[src/rtl/data_mem_arbiter.sv]
// data_mem_arbiter: shares one single-port data memory between the CPU
// load/store path and the image-loader DMA. Round-robin arbitration with a
// bounded DMA burst lock; one access per cycle, registered ack/rdata.
//
// Ports:
//   clk, rst                  clock, synchronous active-high reset
//   cpu_req/we/addr/wdata     CPU request channel
//   cpu_gnt (comb), cpu_ack, cpu_rdata (registered)
//   dma_req/we/addr/wdata/lock, dma_gnt (comb), dma_ack, dma_rdata
//   mem_adr/wd/we/oe          memory drive (combinational from the winner)
//   mem_rd                    memory read data (combinational)
//   burst_active              registered, high while DMA holds the burst lock
module data_mem_arbiter #(
  parameter int unsigned ADDR_W    = 32,
  parameter int unsigned DATA_W    = 32,
  parameter int unsigned MAX_BURST = 8
) (
  input  logic              clk,
  input  logic              rst,
  input  logic              cpu_req,
  input  logic              cpu_we,
  input  logic [ADDR_W-1:0] cpu_addr,
  input  logic [DATA_W-1:0] cpu_wdata,
  output logic              cpu_gnt,
  output logic              cpu_ack,
  output logic [DATA_W-1:0] cpu_rdata,
  input  logic              dma_req,
  input  logic              dma_we,
  input  logic [ADDR_W-1:0] dma_addr,
  input  logic [DATA_W-1:0] dma_wdata,
  input  logic              dma_lock,
  output logic              dma_gnt,
  output logic              dma_ack,
  output logic [DATA_W-1:0] dma_rdata,
  output logic [ADDR_W-1:0] mem_adr,
  output logic [DATA_W-1:0] mem_wd,
  output logic              mem_we,
  output logic              mem_oe,
  input  logic [DATA_W-1:0] mem_rd,
  output logic              burst_active
);

  localparam int unsigned CNT_W = 8;
  localparam logic [CNT_W-1:0] MAX_CNT = CNT_W'(MAX_BURST);

  typedef enum logic [1:0] {
    RR_CPU = 2'd0,
    RR_DMA = 2'd1,
    BURST  = 2'd2
  } state_e;

  state_e             state_q, state_d;
  logic [CNT_W-1:0]   burst_cnt_q, burst_cnt_d;
  logic               cpu_ack_q, cpu_ack_d;
  logic               dma_ack_q, dma_ack_d;
  logic [DATA_W-1:0]  cpu_rdata_q, cpu_rdata_d;
  logic [DATA_W-1:0]  dma_rdata_q, dma_rdata_d;
  logic               burst_active_q, burst_active_d;
  logic               cpu_win, dma_win;

  // Winner selection and next-state logic.
  always_comb begin
    cpu_win     = 1'b0;
    dma_win     = 1'b0;
    state_d     = state_q;
    burst_cnt_d = burst_cnt_q;

    case (state_q)
      BURST: begin
        if (!dma_req || !dma_lock) begin
          // Lock released: leave burst, CPU gets this cycle if it asks.
          state_d     = RR_CPU;
          burst_cnt_d = '0;
          if (cpu_req)      cpu_win = 1'b1;
          else if (dma_req) dma_win = 1'b1;
        end else if (burst_cnt_q >= MAX_CNT && cpu_req) begin
          // Burst budget spent: CPU takes one slot, burst restarts.
          cpu_win     = 1'b1;
          burst_cnt_d = '0;
        end else begin
          dma_win = 1'b1;
          // Saturate so a CPU arriving late still wins immediately.
          if (burst_cnt_q < MAX_CNT) burst_cnt_d = CNT_W'(burst_cnt_q + 1'b1);
        end
      end
      default: begin
        if (cpu_req && dma_req) begin
          if (state_q == RR_DMA) dma_win = 1'b1;
          else                   cpu_win = 1'b1;
        end else if (cpu_req) begin
          cpu_win = 1'b1;
        end else if (dma_req) begin
          dma_win = 1'b1;
        end

        if (cpu_win) begin
          state_d = RR_DMA;
        end else if (dma_win) begin
          if (dma_lock) begin
            state_d     = BURST;
            burst_cnt_d = CNT_W'(1);
          end else begin
            state_d = RR_CPU;
          end
        end
      end
    endcase

    // No access may reach the memory while in reset.
    if (rst) begin
      cpu_win = 1'b0;
      dma_win = 1'b0;
    end
  end

  // Memory drive and registered response next-values.
  always_comb begin
    mem_adr = '0;
    mem_wd  = '0;
    mem_we  = 1'b0;
    mem_oe  = 1'b0;
    if (cpu_win) begin
      mem_adr = cpu_addr;
      mem_wd  = cpu_wdata;
      mem_we  = cpu_we;
      mem_oe  = !cpu_we;
    end else if (dma_win) begin
      mem_adr = dma_addr;
      mem_wd  = dma_wdata;
      mem_we  = dma_we;
      mem_oe  = !dma_we;
    end

    cpu_ack_d      = cpu_win;
    dma_ack_d      = dma_win;
    cpu_rdata_d    = cpu_rdata_q;
    dma_rdata_d    = dma_rdata_q;
    if (cpu_win && !cpu_we) cpu_rdata_d = mem_rd;
    if (dma_win && !dma_we) dma_rdata_d = mem_rd;
    burst_active_d = (state_d == BURST);
  end

  always_ff @(posedge clk) begin
    if (rst) begin
      state_q        <= RR_CPU;
      burst_cnt_q    <= '0;
      cpu_ack_q      <= 1'b0;
      dma_ack_q      <= 1'b0;
      cpu_rdata_q    <= '0;
      dma_rdata_q    <= '0;
      burst_active_q <= 1'b0;
    end else begin
      state_q        <= state_d;
      burst_cnt_q    <= burst_cnt_d;
      cpu_ack_q      <= cpu_ack_d;
      dma_ack_q      <= dma_ack_d;
      cpu_rdata_q    <= cpu_rdata_d;
      dma_rdata_q    <= dma_rdata_d;
      burst_active_q <= burst_active_d;
    end
  end

  assign cpu_gnt      = cpu_win;
  assign dma_gnt      = dma_win;
  assign cpu_ack      = cpu_ack_q;
  assign dma_ack      = dma_ack_q;
  assign cpu_rdata    = cpu_rdata_q;
  assign dma_rdata    = dma_rdata_q;
  assign burst_active = burst_active_q;

endmodule

[config.mk]
export PLATFORM = sky130hd
export DESIGN_NAME = data_mem_arbiter
export DESIGN_NICKNAME = d
export VERILOG_FILES = /design/src/rtl/data_mem_arbiter.sv
export SDC_FILE = /design/constraint.sdc
export NUM_CORES = 1
export LEC_CHECK = 0
export ABC_CLOCK_PERIOD_IN_PS = 4000
export BUFFER_PORTS_ARGS = -buffer_cell sky130_fd_sc_hd__buf_2
export CORE_AREA = 2 2 118 120
export DETAILED_ROUTE_END_ITERATION = 12
export DIE_AREA = 0 0 120 122
export PLACE_DENSITY = 0.66
export SYNTH_ARGS = -nofsm -noshare
export SYNTH_HDL_FRONTEND = slang
export SYNTH_SLANG_ARGS = --single-unit
[constraint.sdc]
create_clock -name clk -period 4 [get_ports clk]
set_input_delay 1.2 -clock clk [delete_from_list [all_inputs] [get_ports clk]]
set_output_delay 1.2 -clock clk [all_outputs]
set_load 0.005 [all_outputs]
Yosys cells after proc, flatten, opt, wreduce, memory -nomap -nowiden
Cells that the tools add are included. W data, S select, Z words.

Add/subtract/negate cells: 1. $lt $le $gt $ge: 2. Equality and inequality tests: 5. Muxes and demuxes: 37. Reduce and logical (&&, ||, !) cells: 12.

Operator list (number): $mux W32 (4); $mux W8 (7); $mux W1 (21); $mux W2 (5); $add A8 B1 Y8 const B (1); $ge A8 B4 Y1 const B (1); $lt A8 B4 Y1 const B (1); $eq A2 B2 Y1 const B (2); $logic_and A1 B1 Y1 (4); $logic_not A1 Y1 (4); $ne A4 B4 Y1 const B (1); $reduce_and A4 Y1 (1); $reduce_bool A2 Y1 (2); $eq A2 B1 Y1 const B (1); $ne A2 B1 Y1 const B (1); $logic_or A1 B1 Y1 (1).

Bits in registers: 77. Output and inout bits: 135. Word-level logic and storage cells: 64.

Logic depth before layout (Yosys ltp)
Word-level depth: 8. Depth in mapped cells: 7.

Worst setup path before layout
No wires, ideal clock.

Kind: input to output. Start: input dma_lock. End: output mem_adr[0]. Arrival: 2.400 ns. Required time: 2.800 ns. Slack: 0.400 ns. Stages: 6. Path buffers: 2. Cells stage by stage: and2_1 -> nand4_1 -> and4b_1 -> buf_2 -> buf_2 -> a22o_1.

Longest elaborated chain between the ends: 7.

RTL lines: start: declaration (RTL line 31) `input logic dma_lock,`; $logic_not A1 Y1 (*) (RTL line 70) `if (!dma_req || !dma_lock) begin`; $logic_or A1 B1 Y1 (*) (RTL line 70); $mux W1 (RTL line 70); $mux W1 (RTL line 68) `case (state_q)`; $mux W1 (RTL line 110) `if (rst) begin`; $mux W32 (RTL line 127) `end else if (dma_win) begin`; $mux W32 (*) (RTL line 122) `if (cpu_win) begin`; end: declaration (RTL line 35) `output logic [ADDR_W-1:0] mem_adr,`.

Mark *: on every way between the ends. The rest lies on a longest branch, timed or not.

Final worst setup path
Start: input dma_req. End: output mem_adr[23].

Longest elaborated chain between the ends: 8.

RTL lines: start: declaration (RTL line 27) `input logic dma_req,`; $mux W1 (RTL line 75, 92); $mux W1 (RTL line 90) `end else if (cpu_req) begin`; $mux W1 (RTL line 87) `if (cpu_req && dma_req) begin`; $mux W1 (2 in series) (RTL line 68); $mux W1 (RTL line 110); $mux W32 (RTL line 127); $mux W32 (*) (RTL line 122).

Mark *: on every way between the ends. The rest lies on a longest branch, timed or not. The select of a mux whose other input is x is not followed.

==> impl_metrics.env <==
export IMPL_tightest_slew_ns=0.6296
export IMPL_leakage_nw=3.031
export IMPL_hold_path_class="reg -> reg"
export IMPL_synth_nets=588
export IMPL_required_ns=2.80
export IMPL_finalCritPeriodShare_pct=97.54
export IMPL_gr_usage_all_layers_pct=19.90
export IMPL_nNetsFinal=871
export IMPL_first_global_vias=4024
export IMPL_syn_cell_area_sq_mm=0.004001
export IMPL_rows=43
export IMPL_vias_per_cell=5.036
export IMPL_final_antenna_net_count=0
export IMPL_start_util_pct=29.63
export IMPL_top_usage_layer="met2"
export IMPL_clk_pin_slew_ns=0.06
export IMPL_final_cell_mix="301 x buf_2, 77 x dfxtp_1, 65 x a22o_1"
export IMPL_synth_async_reset_ratio_pct=0
export IMPL_gr_usage_met1_pct=24.34
export IMPL_cts_root_buf="clkbuf_16"
export IMPL_final_layout_size_suffix_gt1_share_pct=52.19
export IMPL_critPathKind="in -> out"
export IMPL_regToRegEndpoint="dma_rdata[10]"
export IMPL_setup_viol=0
export IMPL_outcome="finished, final reports clean"
export IMPL_grt_pass1_wl_um=22510
export IMPL_drv_cap=0
export IMPL_reg2reg_from="state_q[0]"
export IMPL_io_buffer_count=301
export IMPL_synth_edf_count=0
export IMPL_hold_viol=0
export IMPL_regArea_sq_mm=0.001541
export IMPL_grt_max_degree=67
export IMPL_ys_seq_elements=77
export IMPL_power_total_mw=2.082
export IMPL_antenna_found_initial=2
export IMPL_fin_worst_skew_ns=0.008040
export IMPL_cp_arrival_ns=2.70
export IMPL_cts_tree="yes"
export IMPL_cts_buffers=9
export IMPL_clock_fmax_mhz=256.3
export IMPL_startpoint_type="input port"
export IMPL_num_vias=4472
export IMPL_die_x_um=120
export IMPL_ios=302
export IMPL_synth_cell_types=48
export IMPL_cts_setup_buffers=0
export IMPL_wl_um=16260
export IMPL_holdBufCountCts=0
export IMPL_yosysWarnings=0
export IMPL_synth_top_area_share_pct=38.52
export IMPL_fin_setup_tns_ns=0
export IMPL_first_iter_violations=323
export IMPL_crit_fanout=33
export IMPL_routed_wire_length_per_instance_um=18.31
export IMPL_crit_start="dma_req"
export IMPL_final_max_slew_violation_count=0
export IMPL_place_hpwl_um=12330
export IMPL_first_pass_iters=4
export IMPL_drc=0
export IMPL_cts_sinks=77
export IMPL_rr_worst_depth=5
export IMPL_end_kind="output pin"
export IMPL_syn_area_per_cell_sq_um=9.550
export IMPL_coreArea_sq_mm=0.01350
export IMPL_overflow=0
export IMPL_cts_resized=0
export IMPL_synthFlopType="dfxtp_1"
export IMPL_r2r_slack_ns=1.75
export IMPL_peakVddDrop_v=0.0002152
export IMPL_area_delta_synth_final_pct=49.06
export IMPL_clockBufferDepth=2
export IMPL_fill_cells=1382
export IMPL_p_per_area_mw_per_mm2=349.0
export IMPL_dieArea_sq_mm=0.01464
export IMPL_multi_input_comb_area_sq_mm=0.002252
export IMPL_mostFrequentLayoutCell="buf_2"
export IMPL_chipHeight_um=122
export IMPL_relSlewSlack_pct=58.02
export IMPL_clk_latency_ns=0.34
export IMPL_synthTopCellsByArea="dfxtp_1 39%, a22o_1 14%, mux2_4 11%"
export IMPL_seq_area_frac_synth_pct=38.52
export IMPL_grt_util_met2_pct=33.45
export IMPL_htree_num_levels=3
export IMPL_syn_instance_count=419
export IMPL_fin_crit_ns=3.902
export IMPL_grt_util_met3_pct=5.571
export IMPL_grt_setup_unrepaired="no"
export IMPL_routabilityCongestion=0.9524
export IMPL_crit_end="mem_adr[23]"
export IMPL_synth_top_area_cell="dfxtp_1"
-- synthesized netlist by cell type, drive strengths merged (4+ instances only) --
| cell | instances |
|---|---|
| buf | 21 |
| dfxtp | 77 |
| nand2 | 4 |
| a22o | 66 |
| nor2b | 34 |
| clkbuf | 20 |
| mux2 | 32 |
| a21oi | 38 |
| o21ai | 36 |
| a211oi | 5 |
| nor2 | 5 |
| nand3 | 34 |
-- registers in the layout (all words and copies together), names as in the netlist --
name          cells
dma_ack           1
dma_rdata        32
state_q           2
cpu_rdata        32
burst_active      1
cpu_ack           1
burst_cnt_q       8
-- logic make-up after synthesis --
logic type	after synthesis	share of synthesized area (%)
multiplexers	32	11.73
XOR/XNOR	1	0.2189
adder cells (fa/ha/maj)	2	0.6253
AO/OA/AOI/OAI	158	27.17
AND/OR/NAND/NOR	105	15.73
flip-flops	77	38.52
buffers and inverters	44	6.003
-- worst max-delay path, cell delays in order --
cell,delay (ns)
buf_2,0.14
and4bb_2,0.26
nand2_1,0.12
a211oi_4,0.32
clkbuf_16,0.28
a22o_1,0.23
buf_2,0.14
-- metal layers --
metal	share of wire (%)	up-vias
met5	0.080	-
met4	2.1	2
met3	8.3	30
met2	49	226
met1	41	2083
li1	-	2131
-- final cells by class --
cell class | instances | area share (%)
sequential | 77 | 25.84
multi-input combinational | 298 | 37.76
clock buffer | 11 | 4.070
antenna | 1 | 0.04196
timing repair buffer | 313 | 27.33
clock inverter | 5 | 0.9859
tap | 180 | 3.776
inverter | 3 | 0.1888
-- worst min path at each step --
stage | from | end | slack [ns] | depth (start not counted)
after floorplan | burst_cnt_q[2] | burst_cnt_q[2] | 0.47 | 2
after global placement | cpu_rdata[4] | cpu_rdata[4] | 0.46 | 2
after detailed placement | cpu_rdata[19] | cpu_rdata[19] | 0.46 | 2
after CTS | cpu_rdata[19] | cpu_rdata[19] | 0.47 | 2
after global routing | cpu_rdata[19] | cpu_rdata[19] | 0.48 | 2
final | cpu_rdata[19] | cpu_rdata[19] | 0.47 | 2
-- power by group --
part	switching [mW]	total, mW	internal, mW
combinational	0.204	0.429	0.225
sequential	0.0171	0.819	0.802
clock	0.331	0.833	0.502
total	0.552	2.08	1.53
-- stage by stage --
step / hold WS, ns / instances / area, sq um / worst slack, ns / util (%)
final: 0.4695 / 888 / 5964 / 0.09849 / 44.17
after global routing: 0.4817 / 887 / 5962 / 0.01584 / 44.15
after CTS: 0.4711 / 886 / 5937 / 0.06255 / 43.96
after detailed placement: 0.4628 / 870 / 5635 / 0.06877 / 41.73
after global placement: 0.4583 / 870 / 5635 / 0.06825 / 41.73
after floorplan: 0.4692 / 419 / 4001 / 0.4001 / -
Note: power is estimated with default switching activity, not from simulation.
